===== src/rtl/evm_pkg.sv =====
// Shared state encoding, candidate defaults and round-robin helper for the EVM booth scheduler.
package evm_pkg;

  typedef enum logic [1:0] {
    ST_IDLE   = 2'b00,
    ST_CLEAR  = 2'b01,
    ST_OPEN   = 2'b10,
    ST_CLOSED = 2'b11
  } evm_state_e;

  localparam int EVM_CAND_W  = 2;
  localparam int EVM_N_CAND  = 3;
  localparam int EVM_AUDIT_W = 16;

  function automatic int rr_next(input int idx, input int n);
    return (idx + 1) % n;
  endfunction

endpackage


===== src/rtl/evm_rr_arbiter.sv =====
// Combinational round-robin arbiter: grants the first pending slot at or after ptr, wrapping to 0.
module evm_rr_arbiter #(
  parameter int N = 4,
  localparam int IDX_W = (N > 1) ? $clog2(N) : 1
) (
  input  logic [N-1:0]     pending,
  input  logic [IDX_W-1:0] ptr,
  output logic [N-1:0]     grant,
  output logic [IDX_W-1:0] grant_idx,
  output logic             grant_valid
);

  logic [IDX_W-1:0] slot_s;
  logic             hit_s;

  // Scan all slots from ptr onwards; the first pending one wins
  always_comb begin
    grant_valid = 1'b0;
    grant_idx   = {IDX_W{1'b0}};
    slot_s      = {IDX_W{1'b0}};
    hit_s       = 1'b0;
    for (int i = 0; i < N; i++) begin
      slot_s      = IDX_W'((int'(ptr) + i) % N);
      hit_s       = pending[slot_s] & ~grant_valid;
      grant_idx   = hit_s ? slot_s : grant_idx;
      grant_valid = grant_valid | hit_s;
    end
    grant            = {N{1'b0}};
    grant[grant_idx] = grant_valid;
  end

endmodule


===== src/rtl/evm_booth_scheduler.sv =====
// Session FSM and round-robin vote scheduler sharing one tally datapath among N_BOOTH booths.
// Define EVM_AUDIT_EN to add the o_audit_seq / o_audit_booth audit outputs.
module evm_booth_scheduler
  import evm_pkg::*;
#(
  parameter int N_BOOTH     = 4,
  parameter int N_CAND      = EVM_N_CAND,
  parameter int CAND_W      = EVM_CAND_W,
  parameter int HOLD_CYCLES = 16
) (
  input  logic                        clk,
  input  logic                        rst,
  input  logic                        i_session_open,
  input  logic [N_BOOTH-1:0]          i_booth_req,
  input  logic [N_BOOTH*CAND_W-1:0]   i_booth_cand,
  output logic [N_BOOTH-1:0]          o_booth_ack,
  output logic [N_BOOTH-1:0]          o_booth_busy,
  output logic                        o_reject,
  output logic                        o_tally_inc,
  output logic [CAND_W-1:0]           o_tally_cand,
  output logic                        o_tally_clear,
  output logic                        o_results_valid,
  output logic [1:0]                  o_state
`ifdef EVM_AUDIT_EN
  ,
  output logic [EVM_AUDIT_W-1:0]      o_audit_seq,
  output logic [$clog2(N_BOOTH)-1:0]  o_audit_booth
`endif
);

  localparam int IDX_W  = $clog2(N_BOOTH);
  localparam int HOLD_W = $clog2(HOLD_CYCLES + 1);

  evm_state_e         state_r;
  logic               clear_r;
  logic               results_r;
  logic               open_active_s;
  logic               enter_clear_s;
  logic [N_BOOTH-1:0] pend_s;
  logic [N_BOOTH-1:0] grant_s;
  logic [IDX_W-1:0]   grant_idx_s;
  logic               grant_valid_s;
  logic [IDX_W-1:0]   ptr_r;
  logic [CAND_W-1:0]  cand_sel_s;
  logic               cand_ok_s;
  logic [N_BOOTH-1:0] ack_r;
  logic               inc_r;
  logic               reject_r;
  logic [CAND_W-1:0]  tally_cand_r;

  // Votes are only scheduled while polls are open and staying open this cycle
  assign open_active_s = (state_r == ST_OPEN) && i_session_open;
  assign enter_clear_s = ((state_r == ST_IDLE) || (state_r == ST_CLOSED)) && i_session_open;
  assign cand_sel_s    = i_booth_cand[int'(grant_idx_s) * CAND_W +: CAND_W];
  assign cand_ok_s     = int'(cand_sel_s) < N_CAND;

  // Session sequencing with its registered clear / results strobes
  always_ff @(posedge clk or negedge rst) begin
    if (!rst) begin
      state_r   <= ST_IDLE;
      clear_r   <= 1'b0;
      results_r <= 1'b0;
    end else begin
      case (state_r)
        ST_IDLE, ST_CLOSED: begin
          if (enter_clear_s) begin
            state_r   <= ST_CLEAR;
            clear_r   <= 1'b1;
            results_r <= 1'b0;
          end else begin
            state_r   <= state_r;
            clear_r   <= 1'b0;
            results_r <= (state_r == ST_CLOSED);
          end
        end
        ST_CLEAR: begin
          state_r   <= ST_OPEN;
          clear_r   <= 1'b0;
          results_r <= 1'b0;
        end
        ST_OPEN: begin
          if (!i_session_open) begin
            state_r   <= ST_CLOSED;
            results_r <= 1'b1;
          end else begin
            state_r   <= ST_OPEN;
            results_r <= 1'b0;
          end
          clear_r <= 1'b0;
        end
        default: begin
          state_r   <= ST_IDLE;
          clear_r   <= 1'b0;
          results_r <= 1'b0;
        end
      endcase
    end
  end

  evm_rr_arbiter #(.N(N_BOOTH)) u_arb (
    .pending     (pend_s),
    .ptr         (ptr_r),
    .grant       (grant_s),
    .grant_idx   (grant_idx_s),
    .grant_valid (grant_valid_s)
  );

  for (genvar b = 0; b < N_BOOTH; b++) begin : g_booth
    logic              req_r;
    logic              pend_r;
    logic [HOLD_W-1:0] hold_r;
    logic              busy_r;
    logic              pend_nxt_s;
    logic [HOLD_W-1:0] hold_nxt_s;

    // A booth in hold or already pending ignores request edges; closing drops everything
    always_comb begin
      pend_nxt_s = pend_r;
      hold_nxt_s = hold_r;
      if (!open_active_s) begin
        pend_nxt_s = 1'b0;
        hold_nxt_s = {HOLD_W{1'b0}};
      end else if (grant_s[b]) begin
        pend_nxt_s = 1'b0;
        hold_nxt_s = HOLD_W'(HOLD_CYCLES);
      end else if (hold_r != {HOLD_W{1'b0}}) begin
        hold_nxt_s = hold_r - HOLD_W'(1);
      end else if (i_booth_req[b] && !req_r && !pend_r) begin
        pend_nxt_s = 1'b1;
      end else begin
        pend_nxt_s = pend_r;
      end
    end

    // Per-booth request history, pending flag, lockout counter and busy flag
    always_ff @(posedge clk or negedge rst) begin
      if (!rst) begin
        req_r  <= 1'b0;
        pend_r <= 1'b0;
        hold_r <= {HOLD_W{1'b0}};
        busy_r <= 1'b0;
      end else begin
        req_r  <= i_booth_req[b];
        pend_r <= pend_nxt_s;
        hold_r <= hold_nxt_s;
        busy_r <= pend_nxt_s | (hold_nxt_s != {HOLD_W{1'b0}});
      end
    end

    assign pend_s[b]       = pend_r;
    assign o_booth_busy[b] = busy_r;
  end

  // Registered grant results and round-robin pointer advance
  always_ff @(posedge clk or negedge rst) begin
    if (!rst) begin
      ack_r        <= {N_BOOTH{1'b0}};
      inc_r        <= 1'b0;
      reject_r     <= 1'b0;
      tally_cand_r <= {CAND_W{1'b0}};
      ptr_r        <= {IDX_W{1'b0}};
    end else if (open_active_s && grant_valid_s) begin
      ack_r        <= grant_s;
      inc_r        <= cand_ok_s;
      reject_r     <= ~cand_ok_s;
      tally_cand_r <= cand_ok_s ? cand_sel_s : {CAND_W{1'b0}};
      ptr_r        <= IDX_W'(rr_next(int'(grant_idx_s), N_BOOTH));
    end else begin
      ack_r        <= {N_BOOTH{1'b0}};
      inc_r        <= 1'b0;
      reject_r     <= 1'b0;
      tally_cand_r <= {CAND_W{1'b0}};
      ptr_r        <= ptr_r;
    end
  end

  assign o_booth_ack     = ack_r;
  assign o_reject        = reject_r;
  assign o_tally_inc     = inc_r;
  assign o_tally_cand    = tally_cand_r;
  assign o_tally_clear   = clear_r;
  assign o_results_valid = results_r;
  assign o_state         = state_r;

`ifdef EVM_AUDIT_EN
  logic [EVM_AUDIT_W-1:0] audit_seq_r;
  logic [IDX_W-1:0]       audit_booth_r;

  // Per-session vote sequence number (wraps) and last granted booth
  always_ff @(posedge clk or negedge rst) begin
    if (!rst) begin
      audit_seq_r   <= {EVM_AUDIT_W{1'b0}};
      audit_booth_r <= {IDX_W{1'b0}};
    end else if (enter_clear_s) begin
      audit_seq_r   <= {EVM_AUDIT_W{1'b0}};
      audit_booth_r <= audit_booth_r;
    end else if (open_active_s && grant_valid_s) begin
      audit_seq_r   <= audit_seq_r + {{(EVM_AUDIT_W-1){1'b0}}, 1'b1};
      audit_booth_r <= grant_idx_s;
    end else begin
      audit_seq_r   <= audit_seq_r;
      audit_booth_r <= audit_booth_r;
    end
  end

  assign o_audit_seq   = audit_seq_r;
  assign o_audit_booth = audit_booth_r;
`endif

endmodule


===== config.mk =====
export PLATFORM = sky130hd
export DESIGN_NAME = evm_booth_scheduler
export DESIGN_NICKNAME = d
export VERILOG_FILES = /design/src/rtl/evm_pkg.sv /design/src/rtl/evm_rr_arbiter.sv /design/src/rtl/evm_booth_scheduler.sv
export SDC_FILE = /design/constraint.sdc
export NUM_CORES = 1
export LEC_CHECK = 0
export BUFFER_PORTS_ARGS = -buffer_cell sky130_fd_sc_hd__buf_2
export CORE_ASPECT_RATIO = 0.7
export CORE_MARGIN = 5
export CORE_UTILIZATION = 40
export CTS_CLUSTER_DIAMETER = 30
export DETAILED_ROUTE_END_ITERATION = 12
export SLEW_MARGIN = 25
export SYNTH_ARGS = -nofsm -noshare
export SYNTH_HDL_FRONTEND = slang
export SYNTH_HIERARCHICAL = 1
export SYNTH_SLANG_ARGS = --single-unit

===== constraint.sdc =====
create_clock -name clk -period 2.6 [get_ports clk]
set_input_delay 0 -clock clk [delete_from_list [all_inputs] [get_ports clk]]
set_output_delay 0 -clock clk [all_outputs]
set_load 0.05 [all_outputs]

==> results.txt <==
The run finished with clean final reports. The routed wire length per instance is 13.0 microns. The post-synth design cell area is 2380 sq um. The fraction of final layout cells sized beyond drive strength 1 came out at 0.188.

Adding up every negative setup slack in the final design gives 0 ns. The post-route antenna net violation count is 0. The highest net fanout along the worst path came out at 10. The average instance in the mapped netlist occupies 9.81 sq um. The placement-stage cell area is 2570 sq um. The post-synthesis cell type count came out at 42. The count of standard-cell rows is 23. The cell area after layout came out at 2740 sq um. The initial core utilization came out at 0.414.

The total number of vias came out at 1816. The total count of max-transition violations in the final report came to 0. The combined flip-flop and latch cell area came out at 1150 sq um. The leakage power figure came out at 0.00126 uW. Synthesis produced 243 cells.

The post-detailed-route via-to-cell ratio came out at 5.16. The worst-case IR drop observed on VDD is 0.504 mV. The most common library cell in the layout ignoring fill and taps is sky130_fd_sc_hd__dfrtp_1. The worst setup path is launched from a register. The max-cap violation count came out at 0. The total iterations of the first detailed-routing run is 4. The detailed placer's ending HPWL is 3290 microns. Synthesis produced a netlist with a net count of 265. The global placer's final weighted congestion is 0.875. TritonCTS built the clock tree. Of the synthesized area, sequential elements account for 0.483. The highest clock rate is 468 MHz. The initial antenna violation count came to 0. The DRC violation total after the first TritonRoute iteration came out at 149. The width of the chip came out at 102 microns. The vertical die dimension is 74.6 microns. The minimum clock period after layout is 2.14 ns. The total power came out at 1880 uW. The floorplan core area came out at 5760 sq um.

At the worst endpoint, the arrival time is 2.32 ns. The all-layer global routing usage is 0.134. The worst slew margin relative to its limit came out at 0.615. At the worst endpoint, the required time is 2.78 ns. The synthesis warning total came out at 6.

The clock passes through at most 2 buffers. The type of the tightest min-delay check is in -> reg. The setup clock skew after layout came out at 0.00810 ns. The area of the multi-input gates came out at 1080 sq um. Compared with the post-synthesis result, the final layout area differs by 15.0%. Wires add up to 4560 microns. The synthesized design contains 46 register bits.

Global routing finished with a remaining overflow of 0. The number of sinks on the clock net came out at 46. For the pin with the worst max-slew slack, the measured transition is 0.578 ns. The number of hold violations in the final report is 0. The number of filler cells placed in the layout came out at 552. The number of enable-type register cells in the synthesized netlist is 0. The number of CTS-inserted buffers is 5. The number of post-CTS setup repair buffers is 0.

The first-pass GRT wire length is 8060 microns. The via count of the first global-routing pass is 1778. The count of H-tree levels built during CTS is 2. The async set or reset register ratio after synthesis is 1.00.

The total DRC errors in the routed layout came out at 0. STA classifies the critical path endpoint as a register. The final layout contains 298 nets. The number of buffers added on ports came out at 30. The final count of negative-setup-slack endpoints is 0. The power per unit of standard cell area came out at 686 nW/um^2. The post-route fraction of the period consumed by the critical path came out at 0.822.

Entering global routing, the biggest net connects 47 pins. Setup repair after global routing left no endpoint under its margin. The I/O pin total came out at 31. In the synthesized netlist the dominant register cell turns out to be sky130_fd_sc_hd__dfrtp_1.

The clock insertion delay at the later pin of the skew report came out at 0.29 ns. The setup path with the least slack is of type reg -> reg. The die area is 7630 sq um. In the layout the commonest cells are sky130_fd_sc_hd__dfrtp_1 (46), sky130_fd_sc_hd__nor2_1 (31), sky130_fd_sc_hd__buf_2 (29). The repair_antennas step left the layout with diodes totalling 0. The clock slew at the register clock pins of the worst setup and hold paths came out at 0.08 ns. The buffer type at the clock tree root is sky130_fd_sc_hd__clkbuf_8.
## sequential cells by signal, indices dropped and copies added, names as in the netlist, 2 cells and up
name and flops:
o_booth_ack 4, ptr_r 2, g_booth.busy_r 4, g_booth.req_r 4, g_booth.pend_r 4, o_state 2, g_booth.hold_r 20, o_tally_cand 2
## worst max-delay path, cell delays in order, from the launching register on
cell	delay, ns
sky130_fd_sc_hd__dfrtp_1	0.51
sky130_fd_sc_hd__nand2b_1	0.16
sky130_fd_sc_hd__a21oi_1	0.09
sky130_fd_sc_hd__a211oi_2	0.47
sky130_fd_sc_hd__mux4_2	0.61
sky130_fd_sc_hd__nand3_1	0.14
sky130_fd_sc_hd__nor2_1	0.05
## power breakdown
| part | internal, uW | switching (uW) | total, uW | leakage [uW] |
|---|---|---|---|---|
| combinational | 172 | 348 | 520 | 0.000588 |
| clock | 288 | 228 | 516 | 0.0000524 |
| sequential | 776 | 69.9 | 846 | 0.000623 |
| total | 1240 | 646 | 1880 | 0.00126 |
## stage by stage
step                setup WS (ns)   util  instances  hold slack [ns]
floorplan                   0.737      -        243           -0.296
global placement            0.613  0.447        338            0.122
detailed placement          0.485  0.447        338           0.0506
CTS                         0.473  0.476        352            0.107
global route                0.323  0.476        352            0.125
finish                      0.463  0.476        352            0.123
## kinds of logic after synthesis
kind of cell | synth area share
multiplexers | 0.0325
AND/OR/NAND/NOR | 0.177
AO/OA/AOI/OAI | 0.154
adder cells (fa/ha/maj) | 0.0367
XOR/XNOR | 0.0514
flip-flops | 0.483
buffers and inverters | 0.0656
## timing repair
action                                 4_1_cts  5_1_grt
resized for setup                            0        0
hold buffers                                 6        0
endpoints found under the hold margin       53        0
## synth_stat cells, drive strengths merged, types with 5 or more instances
cell	number	area [sq um]
ha	7	87.6
nand3	5	25.0
nor2	31	116
nand2b	8	52.6
inv	23	86.3
nand2	9	33.8
buf	10	62.6
a21oi	11	58.8
nor3	18	90.1
o21ai	17	85.1
dfrtp	46	1150
xnor2	13	114
## layout make-up
cell class              count  share of cell area
multi-input cells         162               0.393
well taps                  75              0.0342
clock buffers               7              0.0278
repair buffers             38              0.0831
inverters                  23              0.0315
flip-flops and latches     46               0.420
clock inverters             1              0.0110
## final timing paths
| path | to | depth (start not counted) | from | slack [ns] |
|---|---|---|---|---|
| max | o_tally_cand[1] | 6 | g_booth[1].pend_r | 0.46 |
| min | o_tally_cand[1] | 3 | i_booth_cand[4] | 0.12 |
| max reg2reg | o_tally_cand[1] | 6 | g_booth[1].pend_r | 0.46 |
| min reg2reg | o_state[0] | 1 | o_state[0] | 0.59 |
| max in group asynchronous | o_booth_ack[1] | 2 | rst | 1.96 |
| min in group asynchronous | g_booth[3].hold_r[3] | 2 | rst | 0.25 |
## layer usage
layer | vias up | GRT usage | routed length [microns]
met5 | - | 0 | 0
met4 | 0 | 0.0393 | 33
met3 | 2 | 0.0375 | 312
met2 | 45 | 0.197 | 1830
met1 | 868 | 0.194 | 2390
li1 | 901 | - | -
Power figures use the tool's default switching activity.
